===== src/rtl/io_timer_responder.sv =====
// Memory-mapped timer responder on the CPU external data bus.
// A 32-byte register window with programmable wait states in front of a prescaled compare timer.
module io_timer_responder #(
    parameter logic [63:0] BASE_ADDR   = 64'hFFFF_FFFF_FFFF_FF00,
    parameter int unsigned WAIT_STATES = 1,
    parameter int unsigned PRESCALE    = 1
) (
    input  logic        clk,
    input  logic        rst,
    input  logic [63:0] mem_addr,
    input  logic [63:0] mem_dout,
    input  logic        mem_addr_valid,
    input  logic        mem_dout_write,
    output logic [63:0] mem_din,
    output logic        mem_din_ready,
    output logic        irq
);

    localparam int WCNT_W = 4;
    localparam int PRE_W  = 16;
    localparam logic [WCNT_W-1:0] WS_LAST =
        WCNT_W'((WAIT_STATES == 0) ? 0 : WAIT_STATES - 1);
    localparam logic [PRE_W-1:0] PRE_LAST =
        PRE_W'((PRESCALE == 0) ? 0 : PRESCALE - 1);

    localparam logic [1:0] IDX_CTRL   = 2'd0;
    localparam logic [1:0] IDX_COUNT  = 2'd1;
    localparam logic [1:0] IDX_CMP    = 2'd2;
    localparam logic [1:0] IDX_STATUS = 2'd3;

    typedef enum logic [1:0] {
        S_IDLE = 2'd0,
        S_WAIT = 2'd1,
        S_RESP = 2'd2
    } state_t;

    state_t             state_q, state_d;
    logic [WCNT_W-1:0]  wcnt_q, wcnt_d;
    logic [1:0]         idx_q, idx_d;
    logic [63:0]        wdata_q, wdata_d;
    logic               we_q, we_d;

    logic [2:0]         ctrl_q, ctrl_d;
    logic [63:0]        count_q, count_d;
    logic [63:0]        cmp_q, cmp_d;
    logic               match_q, match_d;
    logic [PRE_W-1:0]   pre_q, pre_d;

    logic               sel;
    logic               resp;
    logic               commit;
    logic               wr_ctrl, wr_count, wr_cmp, wr_status;
    logic               tick;
    logic               hit;
    logic [63:0]        count_inc;
    logic [63:0]        rd_mux;
    logic               unused_addr_lsb;

    assign sel = mem_addr_valid && (mem_addr[63:5] == BASE_ADDR[63:5]);
    assign unused_addr_lsb = ^mem_addr[2:0];

    always_ff @(posedge clk) begin
        if (rst) begin
            state_q <= S_IDLE;
            wcnt_q  <= '0;
            idx_q   <= '0;
            wdata_q <= '0;
            we_q    <= 1'b0;
            ctrl_q  <= '0;
            count_q <= '0;
            cmp_q   <= '0;
            match_q <= 1'b0;
            pre_q   <= '0;
        end else begin
            state_q <= state_d;
            wcnt_q  <= wcnt_d;
            idx_q   <= idx_d;
            wdata_q <= wdata_d;
            we_q    <= we_d;
            ctrl_q  <= ctrl_d;
            count_q <= count_d;
            cmp_q   <= cmp_d;
            match_q <= match_d;
            pre_q   <= pre_d;
        end
    end

    // Bus inputs are only looked at in IDLE; WAIT/RESP run off the latched copy.
    always_comb begin
        state_d = state_q;
        wcnt_d  = wcnt_q;
        idx_d   = idx_q;
        wdata_d = wdata_q;
        we_d    = we_q;
        case (state_q)
            S_IDLE: begin
                if (sel) begin
                    idx_d   = mem_addr[4:3];
                    wdata_d = mem_dout;
                    we_d    = mem_dout_write;
                    wcnt_d  = '0;
                    state_d = (WAIT_STATES == 0) ? S_RESP : S_WAIT;
                end
            end
            S_WAIT: begin
                if (wcnt_q == WS_LAST) begin
                    state_d = S_RESP;
                end else begin
                    wcnt_d = wcnt_q + 1'b1;
                end
            end
            S_RESP:  state_d = S_IDLE;
            default: state_d = S_IDLE;
        endcase
    end

    always_comb begin
        case (idx_q)
            IDX_CTRL:   rd_mux = {61'd0, ctrl_q};
            IDX_COUNT:  rd_mux = count_q;
            IDX_CMP:    rd_mux = cmp_q;
            IDX_STATUS: rd_mux = {63'd0, match_q};
            default:    rd_mux = '0;
        endcase
    end

    always_comb begin
        resp          = (state_q == S_RESP);
        mem_din_ready = resp;
        mem_din       = (resp && !we_q) ? rd_mux : 64'd0;
        irq           = match_q & ctrl_q[2];
    end

    assign commit    = resp && we_q;
    assign wr_ctrl   = commit && (idx_q == IDX_CTRL);
    assign wr_count  = commit && (idx_q == IDX_COUNT);
    assign wr_cmp    = commit && (idx_q == IDX_CMP);
    assign wr_status = commit && (idx_q == IDX_STATUS);

    assign tick      = ctrl_q[0] && (pre_q == PRE_LAST);
    assign count_inc = count_q + 64'd1;
    // A bus load of COUNT overrides the tick, so that tick cannot raise a match.
    assign hit       = tick && !wr_count && (count_inc == cmp_q);

    always_comb begin
        pre_d = (!ctrl_q[0] || tick) ? '0 : pre_q + 1'b1;

        ctrl_d = wr_ctrl ? wdata_q[2:0] : ctrl_q;
        cmp_d  = wr_cmp  ? wdata_q      : cmp_q;

        if (wr_count)               count_d = wdata_q;
        else if (hit && ctrl_q[1])  count_d = 64'd0;
        else if (tick)              count_d = count_inc;
        else                        count_d = count_q;

        if (hit)                            match_d = 1'b1;
        else if (wr_status && wdata_q[0])   match_d = 1'b0;
        else                                match_d = match_q;
    end

endmodule


===== config.mk =====
export PLATFORM = sky130hd
export DESIGN_NAME = io_timer_responder
export DESIGN_NICKNAME = d
export VERILOG_FILES = /design/src/rtl/io_timer_responder.sv
export SDC_FILE = /design/constraint.sdc
export NUM_CORES = 1
export LEC_CHECK = 0
export ABC_AREA = 0
export ABC_CLOCK_PERIOD_IN_PS = 10400
export BUFFER_PORTS_ARGS = -buffer_cell sky130_fd_sc_hd__buf_2
export CAP_MARGIN = 20
export CORE_MARGIN = 2
export CORE_UTILIZATION = 63
export CTS_CLUSTER_SIZE = 10
export DETAILED_ROUTE_END_ITERATION = 10
export PLACE_DENSITY_LB_ADDON = 0.2
export REMOVE_ABC_BUFFERS = 1
export SLEW_MARGIN = 15
export SYNTH_ARGS = -nofsm -noshare
export SYNTH_HDL_FRONTEND = slang
export SYNTH_SLANG_ARGS = --single-unit

===== constraint.sdc =====
create_clock -name clk -period 10.4 [get_ports clk]
set_input_delay 1.04 -clock clk [delete_from_list [all_inputs] [get_ports clk]]
set_output_delay 1.04 -clock clk [all_outputs]
set_load 0.03 [all_outputs]

==> out/qor.txt <==
Status: complete, no violations
Most frequent cells after synthesis: 351 x nand2_1, 221 x dfxtp_1, 215 x a21oi_1, 137 x clkbuf_1, 123 x a22oi_1
Final Critical Period: 5.66 ns
DPL Wire Length: 30,800 µm
DIE AREA: 0.0224 mm²
Drt drc: 0
Pint: 1350 µW
Worst skew pair latency: 0.55 ns
Die width: 150 µm
Synth warn: 0
Post-synthesis sequential area ratio: 33.0%
CTS Buf Count: 26
PwrDens: 114 mW/mm²
Final #Nets: 2,052
Reg-to-Reg End: count_q[50]
GPL Wtd Cong: 1.05
Cts repair resizes: 0
Fmax: 177 MHz
Clock Path Buffers: 3
Multi-input gate area in the final layout: 0.00827 mm²
Port bufs: 194
Synth unique cells: 74
Synth top area cells: dfxtp_1 33%, nand2_1 9.8%, a21oi_1 8.0%
Clock-pin slew on the worst setup and hold paths: 0.06 ns
Fin. max-slew vios: 0
Largest net degree at the start of global routing: 119
Design area: 0.0150 mm²
HP Class: flip-flop to flip-flop
Startpoint types: flip-flop
Post-synth EDFFs: 0
Switching Share: 21.1%
Synth top area share: 33.0%
R2R setup slack: 4.74 ns
Total routed wirelength: 45,500 µm
CP cell instances: nand3_2 -> or4_4 -> or3_1 -> or3_4 -> xnor2_2 -> nand4_1 -> or4_1 -> or4_2 -> a41oi_1 -> a21oi_1
CP startpoint: count_q[4]
Starting Density: 63.9%
FFs w/ async S/R, synth: 0%
GRT Total Usage: 39.4%
Clock sinks: 221
FF-to-FF Start: count_q[4]
Slowest stage delay, CP: 1.14 ns
P&R area growth vs syn: 11.7%
Setup_tns: 0 ns
Count leader, synth: nand2_1
Leading area contributor after synthesis: dfxtp_1
Ant. Diodes: 0
Setup CP Type: flip-flop to flip-flop
Final setup vio count: 0
IO Count: 198
Max stage delay cell, worst path: or4_2
Remaining global-route overflow: 0
Setup Skew: 0.0332 ns
First-pass GRT wire length: 70,500 µm
Critical path capture point: count_q[50]
CTS tree: done
NetSw: 361 µW
Synth Area per Inst: 7.27 µm²
Number of max-cap violations: 0
Slew @ Worst Pin: 1.18 ns
Worst reg2reg path depth: 10
CP max FO: 45
Cell Rows: 53
CTS Root Cell: clkbuf_16
RSZ-0062 raised after global routing: false
Post-DRT Antenna Nets: 0
Hold_buf cts: 0
Vias in the first global route: 13,065
H-tree depth: 1
Sequential cell area: 0.00442 mm²
Lkg Pwr: 0.00504 µW
Initial antenna violation count: 0
Comb power frac: 2.3%
DR WL/cell: 20.8 µm
Post-Syn Area: 0.0134 mm²
Number of DRC markers in iteration 0: 1,695
Vias/cell: 6.55
Fin. Hold Viols: 0
Fin crit share: 54.4%
Cells after Synth: 1,841
Critical path arrival: 6.01 ns
Core area: 0.0210 mm²
Area after DPL: 0.0142 mm²
VDD IR max: 0.143 mV
Crit path capture type: flip-flop
Layout cells sized above 1: 14.8%
Post-CTS Repair Setup Buffers: 0
Top_reg_cell synth: dfxtp_1
Fillers: 1,713
Synthesized flop and latch total: 221
Clock share of power: 48.1%
Die Ht: 150 µm
Worst EP required: 10.75 ns
Slew Limit Headroom: 20.4%
First drt pass iteration count: 8
Sequential share of power: 49.6%
Vias: 14,374
## stage by stage
stage / power [µW] / hold slack, ns / util [%] / worst slack, ns / cells
3_3_place_gp: 902 / 0.456 / 67.9 / 5.08 / 2162
5_1_grt: 1750 / 0.482 / 71.3 / 4.45 / 2193
3_5_place_dp: 903 / 0.463 / 67.9 / 4.96 / 2162
4_1_cts: 1710 / 0.456 / 71.3 / 4.93 / 2193
6_report: 1710 / 0.462 / 71.3 / 4.74 / 2193
2_1_floorplan: 867 / 0.439 / - / 4.16 / 1673
## flip-flops by register name, summed over array words and instances, names as in the netlist, 2 cells and up
register and cells:
cmp_q 64, count_q 64, ctrl_q 3, idx_q 2, pre_q 16, state_q 2
wcnt_q 4, wdata_q 64
## layer usage
metal  vias to the layer above  track usage (%)  routed length, µm
met1                      6680             53.1              18400
met3                       121             7.99               4680
li1                       6714                -                  -
met4                         0             13.1               1600
met2                       859             63.3              20900
met5                         -                0                  0
## placed cells by master (no fill, tap or decap), types with 12 or more instances in the layout
| master | count |
|---|---|
| a21oi_1 | 214 |
| a22oi_1 | 123 |
| and2_1 | 12 |
| and3_1 | 45 |
| and4_1 | 26 |
| buf_2 | 193 |
| buf_4 | 20 |
| clkbuf_16 | 26 |
| dfxtp_1 | 221 |
| inv_1 | 14 |
| nand2_1 | 351 |
| nand2b_1 | 16 |
| nand3_1 | 54 |
| nand4_1 | 69 |
| nor2_1 | 120 |
| nor3_1 | 57 |
| nor4_1 | 38 |
| o21ai_0 | 43 |
| or4_1 | 12 |
| xnor2_1 | 70 |
| xor2_1 | 44 |
## power by group through the flow
stage	logic [µW]	registers [µW]	clock network [µW]
final	38.5	847	822
after detailed placement	37.7	865	0
after CTS	37.9	847	828
after global placement	36.7	865	0
after global routing	42.1	846	858
after floorplan	1.75	865	0
## how the worst min path moves through the flow
stage | start | endpoint | slack (ns) | cells past startpoint
after global placement | wdata_q[16] | cmp_q[16] | 0.46 | 2
final | wdata_q[45] | cmp_q[45] | 0.46 | 2
after detailed placement | wdata_q[9] | cmp_q[9] | 0.46 | 2
after CTS | wdata_q[45] | cmp_q[45] | 0.46 | 2
after global routing | wdata_q[40] | cmp_q[40] | 0.48 | 2
after floorplan | wdata_q[50] | cmp_q[50] | 0.44 | 2
## cells by family after synthesis
kind of cell	share of synthesized area (%)
simple gates	32.0
compound gates	20.2
flops	33.0
buf+inv	5.56
xor+xnor	7.75
mux	1.00
fa+ha+maj	0.467
## worst max-delay path: cells and delay by family (launching register included)
kind	cells	cell delay [ns]
DFF	1	0.55
and+or+nand+nor	7	4.08
xor gates and xnor gates	1	0.28
AOI/OAI and AO/OA	2	0.53
## cell type report
cell class / instances / share of cell area [%]
multi-input combinational: 1437 / 55.3
sequential: 221 / 29.6
timing repair buffer: 214 / 7.54
clock buffer: 29 / 4.56
tap: 275 / 2.30
inverter: 15 / 0.377
clock inverter: 2 / 0.310
(Power assumes the default switching activity.)
